**config.mk**
```make
export PLATFORM = sky130hd
export DESIGN_NAME = store_buffer
export DESIGN_NICKNAME = d
export VERILOG_FILES = /design/src/rtl/store_buffer.sv
export SDC_FILE = /design/constraint.sdc
export NUM_CORES = 1
export LEC_CHECK = 0
export BUFFER_PORTS_ARGS = -buffer_cell sky130_fd_sc_hd__buf_2
export CORE_ASPECT_RATIO = 2
export CORE_MARGIN = 1.5
export CORE_UTILIZATION = 55
export DETAILED_ROUTE_END_ITERATION = 7
export PLACE_DENSITY_LB_ADDON = 0.05
export SKIP_LAST_GASP = 1
export SLEW_MARGIN = 20
export SYNTH_ARGS = -nofsm -noshare
export SYNTH_HDL_FRONTEND = slang
export SYNTH_SLANG_ARGS = --single-unit
```
**constraint.sdc**
```tcl
create_clock -name i_clk -period 4.3 [get_ports i_clk]
set_input_delay 0.215 -clock i_clk [delete_from_list [all_inputs] [get_ports i_clk]]
set_output_delay 0.215 -clock i_clk [all_outputs]
set_load 0.02 [all_outputs]
```
**src/rtl/store_buffer.sv**
```systemverilog
// store_buffer: in-order store FIFO draining to a single-port data memory, with youngest-match load forwarding.
// Optional STORE_BUFFER_MERGE_EN: a store to the youngest entry's address overwrites it instead of allocating.
module store_buffer #(
  parameter int DEPTH  = 4,
  parameter int ADDR_W = 16,
  parameter int DATA_W = 16
) (
  input  logic              i_clk,
  input  logic              i_reset,
  input  logic              i_st_valid,
  input  logic [ADDR_W-1:0] i_st_addr,
  input  logic [DATA_W-1:0] i_st_data,
  output logic              o_st_ready,
  input  logic              i_ld_valid,
  input  logic [ADDR_W-1:0] i_ld_addr,
  output logic [DATA_W-1:0] o_ld_data,
  output logic              o_ld_fwd,
  output logic              o_sb_empty,
  output logic              o_mem_write_en,
  output logic [ADDR_W-1:0] o_mem_addr,
  output logic [DATA_W-1:0] o_mem_write_data,
  input  logic [DATA_W-1:0] i_mem_read_data
);
  localparam int PW = $clog2(DEPTH);

  logic [ADDR_W-1:0] r_addr [DEPTH];
  logic [DATA_W-1:0] r_data [DEPTH];
  logic [DEPTH-1:0]  r_vld;
  logic [PW-1:0]     r_head, r_tail;
  logic [PW:0]       r_count;
  logic [PW-1:0]     w_young;
  logic              w_empty, w_full, w_match, w_acc, w_alloc, w_hit;
  logic [DATA_W-1:0] w_fwd_data;

  assign w_young = r_tail - PW'(1);
  assign w_empty = r_count == '0;
  assign w_full  = r_count == (PW+1)'(DEPTH);

`ifdef STORE_BUFFER_MERGE_EN
  // A draining head cannot absorb a merge: its old data is already on the write port.
  assign w_match = !w_empty && r_addr[w_young] == i_st_addr && !(w_young == r_head && o_mem_write_en);
`else
  assign w_match = 1'b0;
`endif

  assign o_st_ready       = !w_full || w_match;
  assign w_acc            = i_st_valid && o_st_ready;
  assign w_alloc          = w_acc && !w_match;
  assign o_sb_empty       = w_empty;
  assign o_mem_write_en   = !i_ld_valid && !w_empty;
  assign o_mem_addr       = i_ld_valid ? i_ld_addr : r_addr[r_head];
  assign o_mem_write_data = r_data[r_head];
  assign o_ld_fwd         = i_ld_valid && w_hit;
  assign o_ld_data        = w_hit ? w_fwd_data : i_mem_read_data;

  // Scan oldest to youngest so the last hit is the youngest match.
  always_comb begin
    w_hit      = 1'b0;
    w_fwd_data = '0;
    for (int k = 0; k < DEPTH; k++)
      if (r_vld[PW'(r_head + PW'(k))] && r_addr[PW'(r_head + PW'(k))] == i_ld_addr) begin
        w_hit      = 1'b1;
        w_fwd_data = r_data[PW'(r_head + PW'(k))];
      end
  end

  always_ff @(posedge i_clk or posedge i_reset)
    if (i_reset) begin
      r_head  <= '0;
      r_tail  <= '0;
      r_count <= '0;
      r_vld   <= '0;
    end else begin
      if (w_alloc) begin
        r_vld[r_tail] <= 1'b1;
        r_tail        <= r_tail + PW'(1);
      end
      if (o_mem_write_en) begin
        r_vld[r_head] <= 1'b0;
        r_head        <= r_head + PW'(1);
      end
      r_count <= r_count + (PW+1)'(w_alloc) - (PW+1)'(o_mem_write_en);
    end

  always_ff @(posedge i_clk) begin
    if (w_alloc) begin
      r_addr[r_tail] <= i_st_addr;
      r_data[r_tail] <= i_st_data;
    end
    if (w_acc && w_match) r_data[w_young] <= i_st_data;
  end
endmodule

```
==> results of run 1 <==
-- worst min-delay path by stage --
stage             startpoint                 endpoint  slack [ns]
3_5_place_dp         i_reset     r_count[2]$_DFF_PP0_        0.26
4_1_cts         i_st_data[7]   r_data[3][7]$_DFFE_PP_       0.002
6_report        i_st_data[2]   r_data[1][2]$_DFFE_PP_        0.01
3_3_place_gp         i_reset     r_count[0]$_DFF_PP0_        0.25
5_1_grt        i_st_addr[14]  r_addr[3][14]$_DFFE_PP_       0.006
2_1_floorplan        i_reset     r_count[0]$_DFF_PP0_        0.07
-- power by group through the flow --
stage | clock (mW) | sequential (mW) | combinational (mW)
after detailed placement | 0 | 2.09 | 4.59
after CTS | 1.53 | 2.06 | 4.68
after global placement | 0 | 2.05 | 4.52
after global routing | 1.58 | 2.10 | 5.12
final | 1.51 | 2.07 | 4.81
after floorplan | 0 | 1.99 | 3.68
-- per-stage QoR --
| step | setup WS, ns | setup TNS, ns | utilization, % |
|---|---|---|---|
| after floorplan | 0.4840 | 0 | - |
| after global placement | 0.3870 | 0 | 59.96 |
| after detailed placement | 0.3229 | 0 | 59.96 |
| after CTS | 0.006351 | 0 | 64.65 |
| after global routing | -0.01422 | -0.01422 | 65.32 |
| final | 0.1384 | 0 | 65.32 |
-- Yosys cell counts, drive strengths merged, types with 2 or more instances --
library cell  instances  area [sq um]
edfxtp              128          3844
mux4                122          2766
xnor2                48         442.9
buf                  45         312.8
nand2                27         103.9
xor2                 23         201.4
nor2                 21         78.83
clkbuf               20         75.07
mux2                 17         191.4
nor4b                17         148.9
o21a                 17         127.6
a311oi               16         140.1
o311ai               16         140.1
mux2i                15         150.1
dfrtp                11         275.3
inv                  11         41.29
ha                   10         125.1
nand4                 8         56.30
and3                  7         43.79
a2bb2oi               5         43.79
nor3                  5         25.02
nor4                  5         58.80
o21ai                 4         23.77
a211oi                3         22.52
a2111oi               2         18.77
a311o                 2         20.02
nand3                 2         10.01
o221ai                2         17.52
-- worst reg2reg max path, cell delays in order (launching register included) --
cell,delay (ns)
dfrtp_1,0.43
nor3_1,0.09
nor2_1,0.59
ha_1,0.36
inv_1,0.06
ha_1,0.12
inv_1,0.05
fa_1,0.37
xnor2_1,0.17
xnor2_1,0.14
-- metal layers --
metal | GRT usage (%) | part of all wire [%]
met1 | 28.58 | 33
met2 | 50.97 | 59
met3 | 4.117 | 3.8
met4 | 14.55 | 4.2
met5 | 0 | 0
-- sequential cells by signal, indices dropped and copies added (netlist names) --
register and flops:
r_count 3, r_addr 64, r_head 2, r_tail 2, r_data 64, r_vld 4
-- kinds of logic (layout without fill, tap and decap cells) --
kind of cell             after synthesis  count (layout)  share of synthesized area [%]
buffers and inverters                 76             210                          4.465
adder cells (fa/ha/maj)               11              11                          1.510
multiplexers                         154             154                          32.34
XOR/XNOR                              71              71                          6.704
AND/OR/NAND/NOR                       98              98                          5.897
flip-flops                           139             139                          42.85
AO/OA/AOI/OAI                         72              72                          6.235
-- repair_timing --
| action | CTS | global route |
|---|---|---|
| hold endpoints to repair | 77 | 0 |
| setup buffers | 1 | 7 |
| gates cloned | 0 | 1 |
| pin swaps | 1 | 1 |
| resized for setup | 2 | 5 |
| hold buffers | 18 | 0 |
| setup endpoints to repair | 16 | 16 |
-- layout make-up --
class | instances | area, sq um
multi-input combinational | 406 | 5092
sequential | 139 | 4126
clock buffer | 19 | 432.9
clock inverter | 12 | 172.7
inverter | 11 | 41.29
fill | 1288 | 5959
tap | 210 | 262.8
timing repair buffer | 168 | 1099
-- placed cells by master, fill, tap and decap left out, types with 4 or more instances in the layout --
cell,n
dfrtp_1,9
mux2i_1,15
nand4_1,7
a311oi_1,16
a2bb2oi_1,5
ha_1,9
nor4b_1,17
dlygate4sd3_1,18
o311ai_1,16
o21a_1,17
mux2_2,16
edfxtp_1,128
xor2_1,23
clkbuf_16,18
mux4_2,117
bufinv_16,4
and3_1,7
nor2_1,21
xnor2_1,45
nor3_1,5
buf_2,119
mux4_1,5
inv_1,11
nand2_1,26
buf_4,23
==> summary.md, run 1 <==
| Metric | Value |
|---|---|
| Status | complete, no violations |
| Cell Area, Placed | 0.01030 sq mm |
| Setup violations, final | 0 |
| Sw power | 3.162 mW |
| EDFF count, synth | 128 |
| Slew at the pin closest to its max-slew limit | 0.7581 ns |
| Final total power | 8.391 mW |
| Gpl congestion | 0.9079 |
| Worst setup path endpoint | o_ld_data[7] |
| Total number of vias | 6499 |
| Internal power | 5.229 mW |
| Seq/Total Area, Yosys | 42.85% |
| DRC | 0 |
| Crit path kind | flip-flop to primary output |
| Clk sink count | 139 |
| Synth Net Count | 700 |
| Critical path fanouts, max | 32 |
| Critical path buffers and inverters | 5 |
| Initial DRT Pass Iterations | 4 |
| Final hold vios | 0 |
| Hold crit path type | primary input to flip-flop |
| Largest stage delay, worst path | 0.52 ns |
| Clock Pin Slew Worst Setup and Hold Paths | 0.06 ns |
| Arr. time, crit path | 3.95 ns |
| Post-Syn Area | 0.009612 sq mm |
| Vias in the first global route | 6660 |
| Max cap viols | 0 |
| Die Y | 190.0 um |
| Setup slack, reg-to-reg | 1.85 ns |
| CP Capture Type | primary output |
| Inserted Clock Buffers | 17 |
| Period minus WS final | 4.162 ns |
| Clock Skew | 0.006000 ns |
| Total global-route track usage | 27.51% |
| Vias per cell | 6.735 |
| Antenna Cells | 0 |
| Top_reg_cell synth | edfxtp_1 |
| Number of library cell types mapped by synthesis | 54 |
| Placed cell count | 907 |
| Period utilisation layout | 96.78% |
| Max Clock Freq | 240.3 MHz |
| Slew margin rel. | 49.27% |
| Reg2reg end | r_count[2]$_DFF_PP0_ |
| Chip Width | 96.48 um |
| Pin count of the biggest net entering global routing | 73 |
| Yosys warns | 0 |
| Layout cell share with drive strength beyond 1 | 43.18% |
| Hold Path Cell Cnt | 1 |
| Cells after synthesis | 621 |
| Logic pwr share | 57.3% |
| Core footprint | 0.01719 sq mm |
| R2r worst-path depth | 9 |
| Sw frac | 37.68% |
| Reg-to-reg startpoint | r_count[1]$_DFF_PP0_ |
| Antenna violations before repair | 0 |
| Synthesis-stage register bit count | 139 |
| WP data required | 4.09 ns |
| Pwr dens | 747.4 mW/mm^2 |
| CTS tree | done |
| Seq pwr share | 24.7% |
| Initial Utilization | 55.93% |
| Critical path's slowest cell | dfrtp_4 |
| DR iter-0 viols | 395 |
| Routed Antenna Nets | 0 |
| Cell family with most CP delay | buffers and inverters |
| CTS root buf | clkbuf_16 |
| Layout Nets | 822 |
| Synth-to-layout area growth | 16.81% |
| Placed wire-length estimate | 16360 um |
| Final wirelength | 24210 um |
| P_leak | 3.857 nW |
| First-pass GRT wire length | 36430 um |
| Remaining Overflow, GRT | 0 |
| Worst-Skew Late Latency | 0.42 ns |
| Critical Path Source | r_head[0]$_DFFE_PP0P_ |
| VDD IR-drop max | 506.2 uV |
| IO Pins | 120 |
| Clk pwr share | 18.0% |
| Asr flop ratio synth | 7.914% |
| Worst hold slack | 0.01284 ns |
| Non-Filler Instances | 965 |
| Routed wire per std cell | 25.08 um |
| Post-route cell area | 0.01123 sq mm |
| CTS max path bufs | 2 |
| Crit path launch type | flip-flop |
| Stages on worst setup path | 14 |
| Final Max Slew Viols | 0 |
| Row count | 68 |
| Avg Inst Size Synth | 15.48 sq um |
| IO buf count | 119 |
| CP Cell Sequence | inv_1 -> ha_4 -> buf_12 -> buf_8 -> mux4_2 -> xnor2_1 -> nand4_1 -> nor2_1 -> and3_1 -> buf_6 -> nand2_1 -> o311ai_1 -> o21a_1 -> buf_2 |
| Die Footprint | 0.01833 sq mm |
| H-tree lvl count | 4 |
No activity file was read; power rests on OpenSTA's default activity.
==> run 2, diff against run 1 <==
--- a/config.mk
+++ b/config.mk
@@ -6,7 +6,6 @@
 export NUM_CORES = 1
 export LEC_CHECK = 0
 export BUFFER_PORTS_ARGS = -buffer_cell sky130_fd_sc_hd__buf_2
-export CORE_ASPECT_RATIO = 2
 export CORE_MARGIN = 1.5
 export CORE_UTILIZATION = 55
 export DETAILED_ROUTE_END_ITERATION = 7
==> run 2 against run 1 <==
Clock power is 5% higher. Sequential cell count unchanged. Sequential power barely moved. Largest power group unchanged. Die area decreased by 0.26%. Count of clock-buffer cells in the layout is 1 higher. Combinational power is 3% lower. First-iteration DRC count is 43% higher.
==> summary.md, run 2 (synthesized netlist as in run 1, its figures left out) <==
| Metric | Value |
|---|---|
| Status | complete, no violations |
| Pwr dens | 741.7 mW/mm^2 |
| RSZ-0062 raised after global routing | false |
| Worst hold slack | 0.01140 ns |
| CP Cell Sequence | buf_16 -> mux4_2 -> xor2_1 -> a2111oi_1 -> and4_1 -> buf_4 -> or4_1 -> buf_6 -> o311ai_1 -> o21a_1 -> buf_2 |
| Vias in the first global route | 6622 |
| DRT met1 WL | 9570 um |
| Arr. time, crit path | 3.97 ns |
| Inserted Clock Buffers | 17 |
| Setup violations, final | 0 |
| Routed Antenna Nets | 0 |
| CTS root buf | clkbuf_16 |
| IO buf count | 119 |
| Max Clock Freq | 239.2 MHz |
| Placed wire-length estimate | 15430 um |
| Period minus WS final | 4.180 ns |
| Gpl congestion | 0.8596 |
| Slew at the pin closest to its max-slew limit | 1.048 ns |
| DR iter-0 viols | 564 |
| Critical path's slowest cell | a2111oi_1 |
| Clock Pin Slew Worst Setup and Hold Paths | 0.06 ns |
| Clock Skew | 0.009516 ns |
| Initial DRT Pass Iterations | 5 |
| Remaining Overflow, GRT | 0 |
| Core footprint | 0.01718 sq mm |
| Worst-Skew Late Latency | 0.43 ns |
| Logic pwr share | 56.1% |
| Final Core Density | 65.59% |
| First-pass GRT wire length | 36780 um |
| Highest routed layer | met4 |
| Setup TNS | 0 ns |
| Hold crit path type | primary input to flip-flop |
| CTS tree | done |
| Crit path kind | flip-flop to primary output |
| Most common cell after layout, fill and taps aside | edfxtp_1 |
| Met2 Wirelength | 12180 um |
| Final hold vios | 0 |
| Largest stage delay, worst path | 0.60 ns |
| P_leak | 3.848 nW |
| Cell family with most CP delay | compound AO/OA/AOI/OAI gates |
| Antenna violations before repair | 0 |
| Max cap viols | 0 |
| CP Capture Type | primary output |
| Antenna Cells | 0 |
| Most frequent cells in the layout | edfxtp_1 (128), buf_2 (119), mux4_2 (117) |
| Crit path launch type | flip-flop |
| DRC | 0 |
| Critical path buffers and inverters | 4 |
| Routed wire per std cell | 24.29 um |
| CTS max path bufs | 2 |
| Clk sink count | 139 |
| Layout Nets | 818 |
| Pin count of the biggest net entering global routing | 45 |
| Slew margin rel. | 30.13% |
| Total global-route track usage | 27.05% |
| Die Y | 135.2 um |
| Row count | 48 |
| Final total power | 8.356 mW |
| Critical path fanouts, max | 44 |
| Final wirelength | 23730 um |
| IO Pins | 120 |
| Total number of vias | 6469 |
| Met3 routed WL | 1459 um |
| Synth-to-layout area growth | 17.21% |
| Sw frac | 37.20% |
| WP data required | 4.09 ns |
| Die Footprint | 0.01828 sq mm |
| Chip Width | 135.2 um |
| Clk pwr share | 18.9% |
| Seq pwr share | 25.0% |
| Vias per cell | 6.621 |
| Sw power | 3.108 mW |
| VDD IR-drop max | 396.6 uV |
| Internal power | 5.248 mW |
| Final Max Slew Viols | 0 |
| Layout cell share with drive strength beyond 1 | 43.35% |
| Initial Utilization | 55.96% |
| H-tree lvl count | 4 |
| Period utilisation layout | 97.22% |
| Largest registers | r_addr (64), r_data (64), r_vld (4) |
-- run 2: final cells by class --
type | count | area, sq um
fillers | 1291 | 5911
multi-input cells | 406 | 5119
clock inverters | 12 | 195.2
well taps | 225 | 281.5
clock buffers | 20 | 436.7
flip-flops and latches | 139 | 4126
repair buffers | 164 | 1066
inverters | 11 | 41.29
-- run 2: worst reg2reg max path: stages, from the launching register on --
cell and delay, ns:
dfrtp_1 0.44, nor3_1 0.09, nor2_1 0.57, ha_1 0.35
inv_1 0.05, ha_1 0.13, inv_1 0.05, fa_1 0.37
xnor2_1 0.20, xnor2_1 0.14
-- run 2: final timing paths --
check                                      start                 endpoint  slack, ns  cells after the start
setup / recovery           r_head[0]$_DFFE_PP0P_             o_ld_data[2]       0.12                     11
hold / removal                     i_st_data[11]  r_data[2][11]$_DFFE_PP_       0.01                      1
setup reg to reg            r_count[1]$_DFF_PP0_     r_count[2]$_DFF_PP0_       1.85                      9
hold reg to reg             r_count[2]$_DFF_PP0_     r_count[2]$_DFF_PP0_       0.52                      1
max in group asynchronous                i_reset    r_head[0]$_DFFE_PP0P_       3.55                      3
min in group asynchronous                i_reset    r_tail[0]$_DFFE_PP0P_       0.35                      3
-- run 2: timing repair --
item | 4_1_cts | 5_1_grt
buffers inserted | 0 | 6
hold endpoints to repair | 81 | 0
pin swaps | 0 | 2
gates resized for setup | 4 | 12
hold buffers | 20 | 0
setup endpoints to repair | 16 | 16
-- run 2: through the flow --
stage / instances / worst slack [ns] / cell area, sq um
after global placement: 919 / 0.3360 / 10290
after floorplan: 621 / 0.4840 / 9612
after CTS: 971 / 0.01506 / 11140
after detailed placement: 919 / 0.2961 / 10290
after global routing: 977 / 0.003279 / 11270
final: 977 / 0.1197 / 11270
-- run 2: power groups by stage --
stage	sequential [mW]	clock [mW]	combinational, mW
after global routing	2.12	1.66	5.04
after detailed placement	2.10	0	4.50
after floorplan	1.99	0	3.68
final	2.09	1.58	4.68
after CTS	2.08	1.59	4.55
after global placement	2.07	0	4.44
-- run 2: per-layer routing --
metal	GRT usage (%)	vias to the layer above
li1	-	2829
met4	9.976	0
met2	45.44	292
met3	4.938	41
met1	35.51	3307
met5	0	-
==> run 3, diff against run 2 <==
==> constraint.sdc (replaced) <==
create_clock -name i_clk -period 4.3 [get_ports i_clk]
set_input_delay 0.215 -clock i_clk [delete_from_list [all_inputs] [get_ports i_clk]]
set_output_delay 0.215 -clock i_clk [all_outputs]
set_load 0.005 [all_outputs]
==> run 3 against run 2 <==
Via count up 0.70%. Combinational power down 3%. Non-clock buffer count down 10. Critical path type unchanged. Critical endpoint unchanged. Largest cell class unchanged. Highest routed layer unchanged.
==> summary.md, run 3 (synthesized netlist as in run 1, its figures left out) <==
| Metric | Value |
|---|---|
| Status | complete, no violations |
| Setup slack, reg-to-reg | 1.81 ns |
| VDD IR-drop max | 356.5 uV |
| Final total power | 8.112 mW |
| DR iter-0 viols | 545 |
| Most common cell after layout, fill and taps aside | edfxtp_1 |
| Largest registers | r_addr (64), r_data (64), r_vld (4) |
| Total number of vias | 6514 |
| Worst setup margin | 0.1365 ns |
| Setup TNS | 0 ns |
| Reg2reg end | r_count[2]$_DFF_PP0_ |
| Crit path launch type | flip-flop |
| Reg-to-reg startpoint | r_count[1]$_DFF_PP0_ |
| Remaining Overflow, GRT | 0 |
| Setup violations, final | 0 |
| Worst setup path endpoint | o_ld_data[2] |
| Die Footprint | 0.01828 sq mm |
| Hold_sp | i_st_addr[8] |
| Antenna Cells | 0 |
| Max cap viols | 0 |
| Final hold vios | 0 |
| IO buf count | 119 |
| Final Core Density | 65.10% |
| Largest stage delay, worst path | 0.69 ns |
| Row count | 48 |
| Pin count of the biggest net entering global routing | 82 |
| CP Capture Type | primary output |
| FILL cells | 1266 |
| Layout cell share with drive strength beyond 1 | 43.80% |
| Chip Width | 135.2 um |
| Non-Filler Instances | 967 |
| CTS tree | done |
| Antenna violations before repair | 0 |
| Critical Path Source | r_head[0]$_DFFE_PP0P_ |
| Slew at the pin closest to its max-slew limit | 1.091 ns |
| Critical path fanouts, max | 41 |
| Hold crit path type | primary input to flip-flop |
| R2r worst-path depth | 9 |
| Worst hold slack | 0.01261 ns |
| Worst-Skew Late Latency | 0.42 ns |
| Most frequent cells in the layout | edfxtp_1 (128), buf_2 (119), mux4_2 (117) |
| Layout Nets | 808 |
| RSZ-0062 raised after global routing | false |
| Core footprint | 0.01718 sq mm |
| Clock Pin Slew Worst Setup and Hold Paths | 0.06 ns |
| CTS max path bufs | 2 |
| Initial DRT Pass Iterations | 5 |
| WP data required | 4.09 ns |
| Crit path kind | flip-flop to primary output |
| Final Max Slew Viols | 0 |
| Synth-to-layout area growth | 16.34% |
| Die Y | 135.2 um |
| First-pass GRT wire length | 35870 um |
| Total global-route track usage | 26.38% |
| DRC | 0 |
| Period utilisation layout | 96.82% |
| Cell family with most CP delay | compound AO/OA/AOI/OAI gates |
| Clk sink count | 139 |
| Routed wire per std cell | 24.50 um |
| Stages on worst setup path | 10 |
| Slew margin rel. | 27.29% |
| IO Pins | 120 |
| Register area | 0.004126 sq mm |
| Post-route cell area | 0.01118 sq mm |
| P_leak | 3.815 nW |
| Dpl ws | 0.1444 ns |
| Critical path buffers and inverters | 3 |
| CTS root buf | clkbuf_16 |
| Max Clock Freq | 240.2 MHz |
| Cell Area, Placed | 0.01027 sq mm |
| Gpl congestion | 0.8060 |
| Routed Antenna Nets | 0 |
| Clock Skew | 0.007778 ns |
| Placed cell count | 914 |
| CP Cell Sequence | buf_16 -> mux4_2 -> xor2_1 -> a2111oi_1 -> and4_1 -> buf_4 -> a311oi_1 -> o311ai_1 -> o21a_1 -> buf_2 |
| Placed wire-length estimate | 15140 um |
| Final wirelength | 23700 um |
| H-tree lvl count | 4 |
| Pwr dens | 725.5 mW/mm^2 |
| Vias per cell | 6.736 |
| Critical path's slowest cell | a2111oi_1 |
| Arr. time, crit path | 3.95 ns |
| Period minus WS final | 4.163 ns |
| Vias in the first global route | 6358 |
| Inserted Clock Buffers | 17 |
| Initial Utilization | 55.96% |
| Multi-input gate area in the final layout | 0.005100 sq mm |
-- run 3: worst reg2reg max path, stage by stage (launching register included) --
cell,delay [ns]
dfrtp_1,0.42
nor3_1,0.08
nor2_1,0.55
ha_1,0.35
inv_1,0.06
ha_1,0.14
inv_1,0.05
fa_1,0.37
xnor2_1,0.21
xnor2_1,0.17
-- run 3: cell type report --
class | count | share of cell area (%)
multi-input combinational | 406 | 45.61
sequential | 139 | 36.90
tap | 225 | 2.518
clock inverter | 7 | 1.018
timing repair buffer | 154 | 9.209
clock buffer | 25 | 4.341
inverter | 11 | 0.4028
-- run 3: routing by layer --
metal	global-route usage (%)	vias to the layer above	part of all wire (%)
li1	-	2807	-
met1	33.73	3359	39
met2	45.52	313	52
met3	4.938	35	6.1
met4	9.080	0	2.2
met5	0	-	0
-- run 3: worst min path at each step --
stage,cells after the start,to
floorplan,1,r_count[0]$_DFF_PP0_
global placement,2,r_vld[3]$_DFF_PP0_
detailed placement,2,r_vld[3]$_DFF_PP0_
CTS,1,r_addr[2][5]$_DFFE_PP_
global route,1,r_addr[1][5]$_DFFE_PP_
finish,1,r_addr[1][8]$_DFFE_PP_
-- run 3: power by group --
part | total (mW) | internal (mW) | switching (mW)
Sequential | 2.09 | 1.83 | 0.263
Clock | 1.48 | 0.956 | 0.527
Combinational | 4.54 | 2.41 | 2.13
Total | 8.11 | 5.20 | 2.92
-- run 3: what timing repair did --
item / CTS / global route
endpoints found under the setup margin: 16 / 16
pin swaps: 1 / 3
endpoints found under the hold margin: 47 / 0
resized for setup: 6 / 4
setup buffers: 2 / 8
hold buffers: 10 / 0
gates cloned: 0 / 1
